<file path="src/rtl/timer_array.sv">
// timer_array: one free-running divider shared by CHANNELS independent TIMA/TMA/TAC-style 8-bit counters.
// Build option: define TIMER_ARRAY_GLITCH_EN for DMG-style spurious increments on DIV/control writes.
module timer_array #(
    parameter int CHANNELS  = 2,
    parameter int DIV_WIDTH = 16,
    parameter int TAP0      = 9,
    parameter int TAP1      = 3,
    parameter int TAP2      = 5,
    parameter int TAP3      = 7,
    parameter int ADDR_W    = $clog2(4*CHANNELS+1)
) (
    input  logic                 clk1,
    input  logic                 reset,
    input  logic                 wr,
    input  logic                 rd,
    input  logic [ADDR_W-1:0]    addr,
    input  logic [7:0]           d_in,
    output logic [7:0]           d_out,
    output logic [CHANNELS-1:0]  irq,
    output logic [DIV_WIDTH-1:0] div_q
);
    localparam int DIV_ADDR = 4*CHANNELS;

    typedef enum logic {ST_COUNT = 1'b0, ST_OVF = 1'b1} ch_state_t;

    ch_state_t           state        [CHANNELS];
    ch_state_t           state_next   [CHANNELS];
    logic [7:0]          counter      [CHANNELS];
    logic [7:0]          counter_next [CHANNELS];
    logic [7:0]          modulo       [CHANNELS];
    logic [7:0]          modulo_next  [CHANNELS];
    logic [2:0]          ctl          [CHANNELS];
    logic [2:0]          ctl_next     [CHANNELS];
    logic [CHANNELS-1:0] cnt_wr, mod_wr, ctl_wr;
    logic [CHANNELS-1:0] sig, inc, prev, prev_next, irq_next;
    logic                div_wr;
    logic [DIV_WIDTH-1:0] div_next;

    function automatic logic tap_bit(input logic [DIV_WIDTH-1:0] div, input logic [1:0] sel);
        logic b;
        case (sel)
            2'd0:    b = div[TAP0];
            2'd1:    b = div[TAP1];
            2'd2:    b = div[TAP2];
            default: b = div[TAP3];
        endcase
        return b;
    endfunction

    always_comb begin
        div_wr    = wr && (int'(addr) == DIV_ADDR);
        div_next  = div_wr ? '0 : div_q + DIV_WIDTH'(1);
        cnt_wr    = '0;
        mod_wr    = '0;
        ctl_wr    = '0;
        sig       = '0;
        inc       = '0;
        prev_next = '0;
        irq_next  = '0;
        for (int n = 0; n < CHANNELS; n++) begin
            counter_next[n] = counter[n];
            modulo_next[n]  = modulo[n];
            ctl_next[n]     = ctl[n];
            state_next[n]   = state[n];

            cnt_wr[n] = wr && (int'(addr) == 4*n);
            mod_wr[n] = wr && (int'(addr) == 4*n + 1);
            ctl_wr[n] = wr && (int'(addr) == 4*n + 2);
            if (mod_wr[n]) modulo_next[n] = d_in;
            if (ctl_wr[n]) ctl_next[n] = d_in[2:0];

`ifdef TIMER_ARRAY_GLITCH_EN
            sig[n]       = ctl[n][2] & tap_bit(div_q, ctl[n][1:0]);
            inc[n]       = prev[n] & ~sig[n];
            prev_next[n] = sig[n];
`else
            // prev follows the raw tap bit; reloading it from the post-write value
            // on DIV/control writes hides the artificial edges those writes create.
            sig[n]       = tap_bit(div_q, ctl[n][1:0]);
            inc[n]       = ctl[n][2] & prev[n] & ~sig[n];
            prev_next[n] = (ctl_wr[n] || div_wr) ? tap_bit(div_next, ctl_next[n][1:0]) : sig[n];
`endif

            case (state[n])
                ST_COUNT: begin
                    if (cnt_wr[n]) begin
                        counter_next[n] = d_in;
                    end else if (inc[n]) begin
                        counter_next[n] = counter[n] + 8'd1;
                        if (counter[n] == 8'hFF) state_next[n] = ST_OVF;
                    end
                end
                ST_OVF: begin
                    state_next[n] = ST_COUNT;
                    if (cnt_wr[n]) begin
                        counter_next[n] = d_in;
                    end else begin
                        counter_next[n] = modulo_next[n];
                        irq_next[n]     = 1'b1;
                    end
                end
                default: state_next[n] = ST_COUNT;
            endcase
        end
    end

    always_ff @(posedge clk1) begin
        if (reset) begin
            div_q <= '0;
            prev  <= '0;
            irq   <= '0;
            for (int n = 0; n < CHANNELS; n++) begin
                state[n]   <= ST_COUNT;
                counter[n] <= '0;
                modulo[n]  <= '0;
                ctl[n]     <= '0;
            end
        end else begin
            div_q <= div_next;
            prev  <= prev_next;
            irq   <= irq_next;
            for (int n = 0; n < CHANNELS; n++) begin
                state[n]   <= state_next[n];
                counter[n] <= counter_next[n];
                modulo[n]  <= modulo_next[n];
                ctl[n]     <= ctl_next[n];
            end
        end
    end

    always_comb begin
        d_out = 8'hFF;
        if (rd) begin
            if (int'(addr) == DIV_ADDR) d_out = div_q[DIV_WIDTH-1 -: 8];
            for (int n = 0; n < CHANNELS; n++) begin
                if (int'(addr) == 4*n)     d_out = counter[n];
                if (int'(addr) == 4*n + 1) d_out = modulo[n];
                if (int'(addr) == 4*n + 2) d_out = {5'b11111, ctl[n]};
            end
        end
    end
endmodule

</file>
<file path="config.mk">
export PLATFORM = sky130hd
export DESIGN_NAME = timer_array
export DESIGN_NICKNAME = d
export VERILOG_FILES = /design/src/rtl/timer_array.sv
export SDC_FILE = /design/constraint.sdc
export NUM_CORES = 1
export LEC_CHECK = 0
export ABC_AREA = 1
export CELL_PAD_IN_SITES_DETAIL_PLACEMENT = 1
export CELL_PAD_IN_SITES_GLOBAL_PLACEMENT = 2
export CORE_MARGIN = 2
export CORE_UTILIZATION = 33
export CTS_CLUSTER_DIAMETER = 120
export DETAILED_ROUTE_END_ITERATION = 8
export PLACE_DENSITY = 0.82
export SLEW_MARGIN = 20
export SYNTH_ARGS = -nofsm -noshare
export SYNTH_HDL_FRONTEND = slang
export SYNTH_SLANG_ARGS = --single-unit
</file>
<file path="constraint.sdc">
create_clock -name clk1 -period 5.8 [get_ports clk1]
set_input_delay 1.74 -clock clk1 [delete_from_list [all_inputs] [get_ports clk1]]
set_output_delay 1.74 -clock clk1 [all_outputs]
set_load 0.005 [all_outputs]
</file>
==> flow_summary.yaml, run 1 <==
grt:
  first_global_vias: 3747
  grt_max_degree: 26
  antenna_found_initial: 0
  grt_use_met2: 0.3473
  grt_busiest_layer: "met2"
  met1_usage: 0.2888
  grt_pass1_wl_mm: 19.23
  track_usage: 0.2136
  grt_util_met3: 0.04219
  grt_overflow: 0
timing:
  relSlewSlack: 0.6413
  worst_pin_slew_ns: 0.5363
  layout_min_cycle_time_ns: 5.635
  rsz0062_at_grt: "no"
  clock_skew_ns: 0.006624
  hold_ws_ns: 0.4789
  setup_viol: 0
  fin_crit_sh: 0.9716
  maxSlewViolCount: 0
  max_freq_mhz: 177.5
  setup_tns_ns: 0
  hold_viol_final: 0
worst_setup_path:
  crit_path_start_kind: "input pin"
  critPathBufInv: 2
  arrival_ns: 3.90
  crit_top_cell: "clkdlybuf4s50_1"
  required_ns: 4.06
  ff2ff_setup_slack_ns: 3.95
  critPathMaxFanout: 8
  crit_chain: "clkdlybuf4s50_1, nor2_4, nand2_1, o22ai_1, o21ai_0, nand3_1, o21bai_1, clkdlybuf4s50_1"
  crit_family: "buffers and inverters"
  crit_type: "in -> out"
  cpPeakStageDelay_ns: 0.61
  cp-end-kind: "output port"
  slowest_stage: "clkdlybuf4s50_1"
flow_run:
  cap_viol_max_count: 0
synthesis:
  synth_compound_area_frac: 0.1919
  synthTopCellsByCount: "nand2_1, inv_1, nor2_1, dfxtp_1, nand3_1"
  synth-seq-area-share: 0.3338
  synth_top_family_by_area: "simple AND/OR/NAND/NOR gates"
  synth_warnings: 0
  synth_cells: 536
  yosys.area_share.adder: 0.01043
  synth_seq_cells: 60
  synth_xor_xnor_area_share: 0.01704
  synth_ff_type: "dfxtp_1"
  synth-simple-area-share: 0.3428
  synthArstFlopShare: 0
  syn-cell-area_mm2: 0.003598
  yosys.area.top_type_share: 0.3338
  yosys.area.top_type: "dfxtp_1"
  synth.avg_cell_area_um2: 6.714
  synthTopCellsByArea: "dfxtp_1, nand2_1, inv_1"
  synth_cell_types: 43
  synth_most_common_cell: "nand2_1"
  synth_nets: 555
  muxShareOfSynthArea: 0
  synth_edf_count: 0
routing:
  vias: 3638
  dr.pass1.iters: 4
  drt_iter0_drc: 128
  drc: 0
  routed_wl_mm: 11.82
  final_antenna_net_count: 0
  routed_via_density: 5.046
  routedWlPerCell_um: 16.40
final_layout:
  fin_util: 0.3978
  drive_gt1_frac: 0.09811
  antenna_cells: 0
  final_nets: 596
  area_growth_pct: 18.78
clock_network:
  cts.sinks: 60
  hold_buffers: 0
  cts_htree_levels: 3
  post-cts-setup-buffer-count: 0
  clk-insertion-delay-late_ns: 0.35
  root_buffer: "clkbuf_8"
  numCtsBuffers: 9
  path_clk_slew_ns: 0.06
  cts_tree: "yes"
  clockBufferDepth: 2
  cts_resized: 0
pwr:
  power_density_mw_per_mm2: 204.8
  power.total_mw: 0.8755
  vdd_drop_max_uv: 85.44
  p_leak_nw: 1.718
placement:
  place_congestion: 0.8395
  port_buffers: 41
  dp_hpwl_mm: 8.927
die:
  start_util: 0.3349
  pin_count: 42
  die_h_um: 108.4
  core_area_mm2: 0.01075
  rows: 38
  die_w_um: 108.4
  die-area_mm2: 0.01176
status:
  status: "finished, final reports clean"
worst_hold_path:
  hp-class: "reg -> reg"
## layout make-up
type | count | area [um^2]
fillers | 1441 | 6471
flip-flops and latches | 60 | 1201
well taps | 140 | 175.2
clock inverters | 2 | 10.01
inverters | 74 | 280.3
repair buffers | 43 | 425.4
multi-input cells | 389 | 2023
clock buffers | 13 | 158.9
## report_power, final
group | total [mW] | internal, mW | switching (mW)
Clock | 0.349 | 0.175 | 0.174
Sequential | 0.426 | 0.419 | 0.00726
Combinational | 0.0998 | 0.0398 | 0.0600
Total | 0.875 | 0.634 | 0.241
## metrics by stage
| step | cell area, um^2 | worst slack [ns] | cells |
|---|---|---|---|
| 2_1_floorplan | 3598 | 1.530 | 536 |
| 3_3_place_gp | 4105 | 0.2358 | 706 |
| 3_5_place_dp | 4105 | 0.1993 | 706 |
| 4_1_cts | 4274 | 0.1821 | 721 |
| 5_1_grt | 4274 | 0.02403 | 721 |
| 6_report | 4274 | 0.1648 | 721 |
## registers in the layout, indices dropped and copies added, names as in the netlist
signal,flops
irq,2
ctl,6
prev,2
state,2
div_q,16
modulo,16
counter,16
## tightest hold or removal path, delay by kind of cell (launching register included)
family                 cells  cell delay, ns
flip-flops                 1            0.31
AO/OA/AOI/OAI              1            0.06
buffers and inverters      1            0.06
## final timing paths
check | endpoint | cells after the start | start
hold reg to reg | ctl[0][5] | 2 | ctl[0][5]
setup reg to reg | div_q[12] | 9 | div_q[0]
setup / recovery | d_out[0] | 8 | addr[2]
hold / removal | ctl[0][5] | 2 | ctl[0][5]
## cell families after synthesis
logic type	Yosys count
AND/OR/NAND/NOR	263
AO/OA/AOI/OAI	116
buffers and inverters	87
flip-flops	60
XOR/XNOR	7
adder cells (fa/ha/maj)	3
## cell usage in the layout, fill, tap and decap left out, drive strengths merged, types with 2 or more instances in the layout
cell / instances
a21oi: 36
a22oi: 3
and3: 2
buf: 2
clkbuf: 13
clkdlybuf4s50: 41
clkinv: 2
dfxtp: 60
ha: 3
inv: 74
nand2: 129
nand3: 42
nand4: 6
nor2: 70
nor3: 6
nor3b: 3
o211ai: 5
o21a: 4
o21ai: 49
o21bai: 4
o221ai: 5
o22ai: 10
or2: 3
xor2: 6
## metal layers
layer,share of wire,vias to the layer above
li1,-,1836
met1,0.50,1746
met2,0.46,46
met3,0.026,10
met4,0.013,0
met5,0,-
Power figures use the tool's default switching activity.
==> run 2, diff against run 1 <==
--- a/config.mk
+++ b/config.mk
@@ -6,12 +6,14 @@
 export NUM_CORES = 1
 export LEC_CHECK = 0
 export ABC_AREA = 1
+export ABC_CLOCK_PERIOD_IN_PS = 5800
 export CELL_PAD_IN_SITES_DETAIL_PLACEMENT = 1
 export CELL_PAD_IN_SITES_GLOBAL_PLACEMENT = 2
 export CORE_MARGIN = 2
 export CORE_UTILIZATION = 33
 export CTS_CLUSTER_DIAMETER = 120
 export DETAILED_ROUTE_END_ITERATION = 8
+export HOLD_SLACK_MARGIN = 0.1
 export PLACE_DENSITY = 0.82
 export SLEW_MARGIN = 20
 export SYNTH_ARGS = -nofsm -noshare
==> results of run 2 <==
Final layout, timing and power as in run 1 (identical DEF).
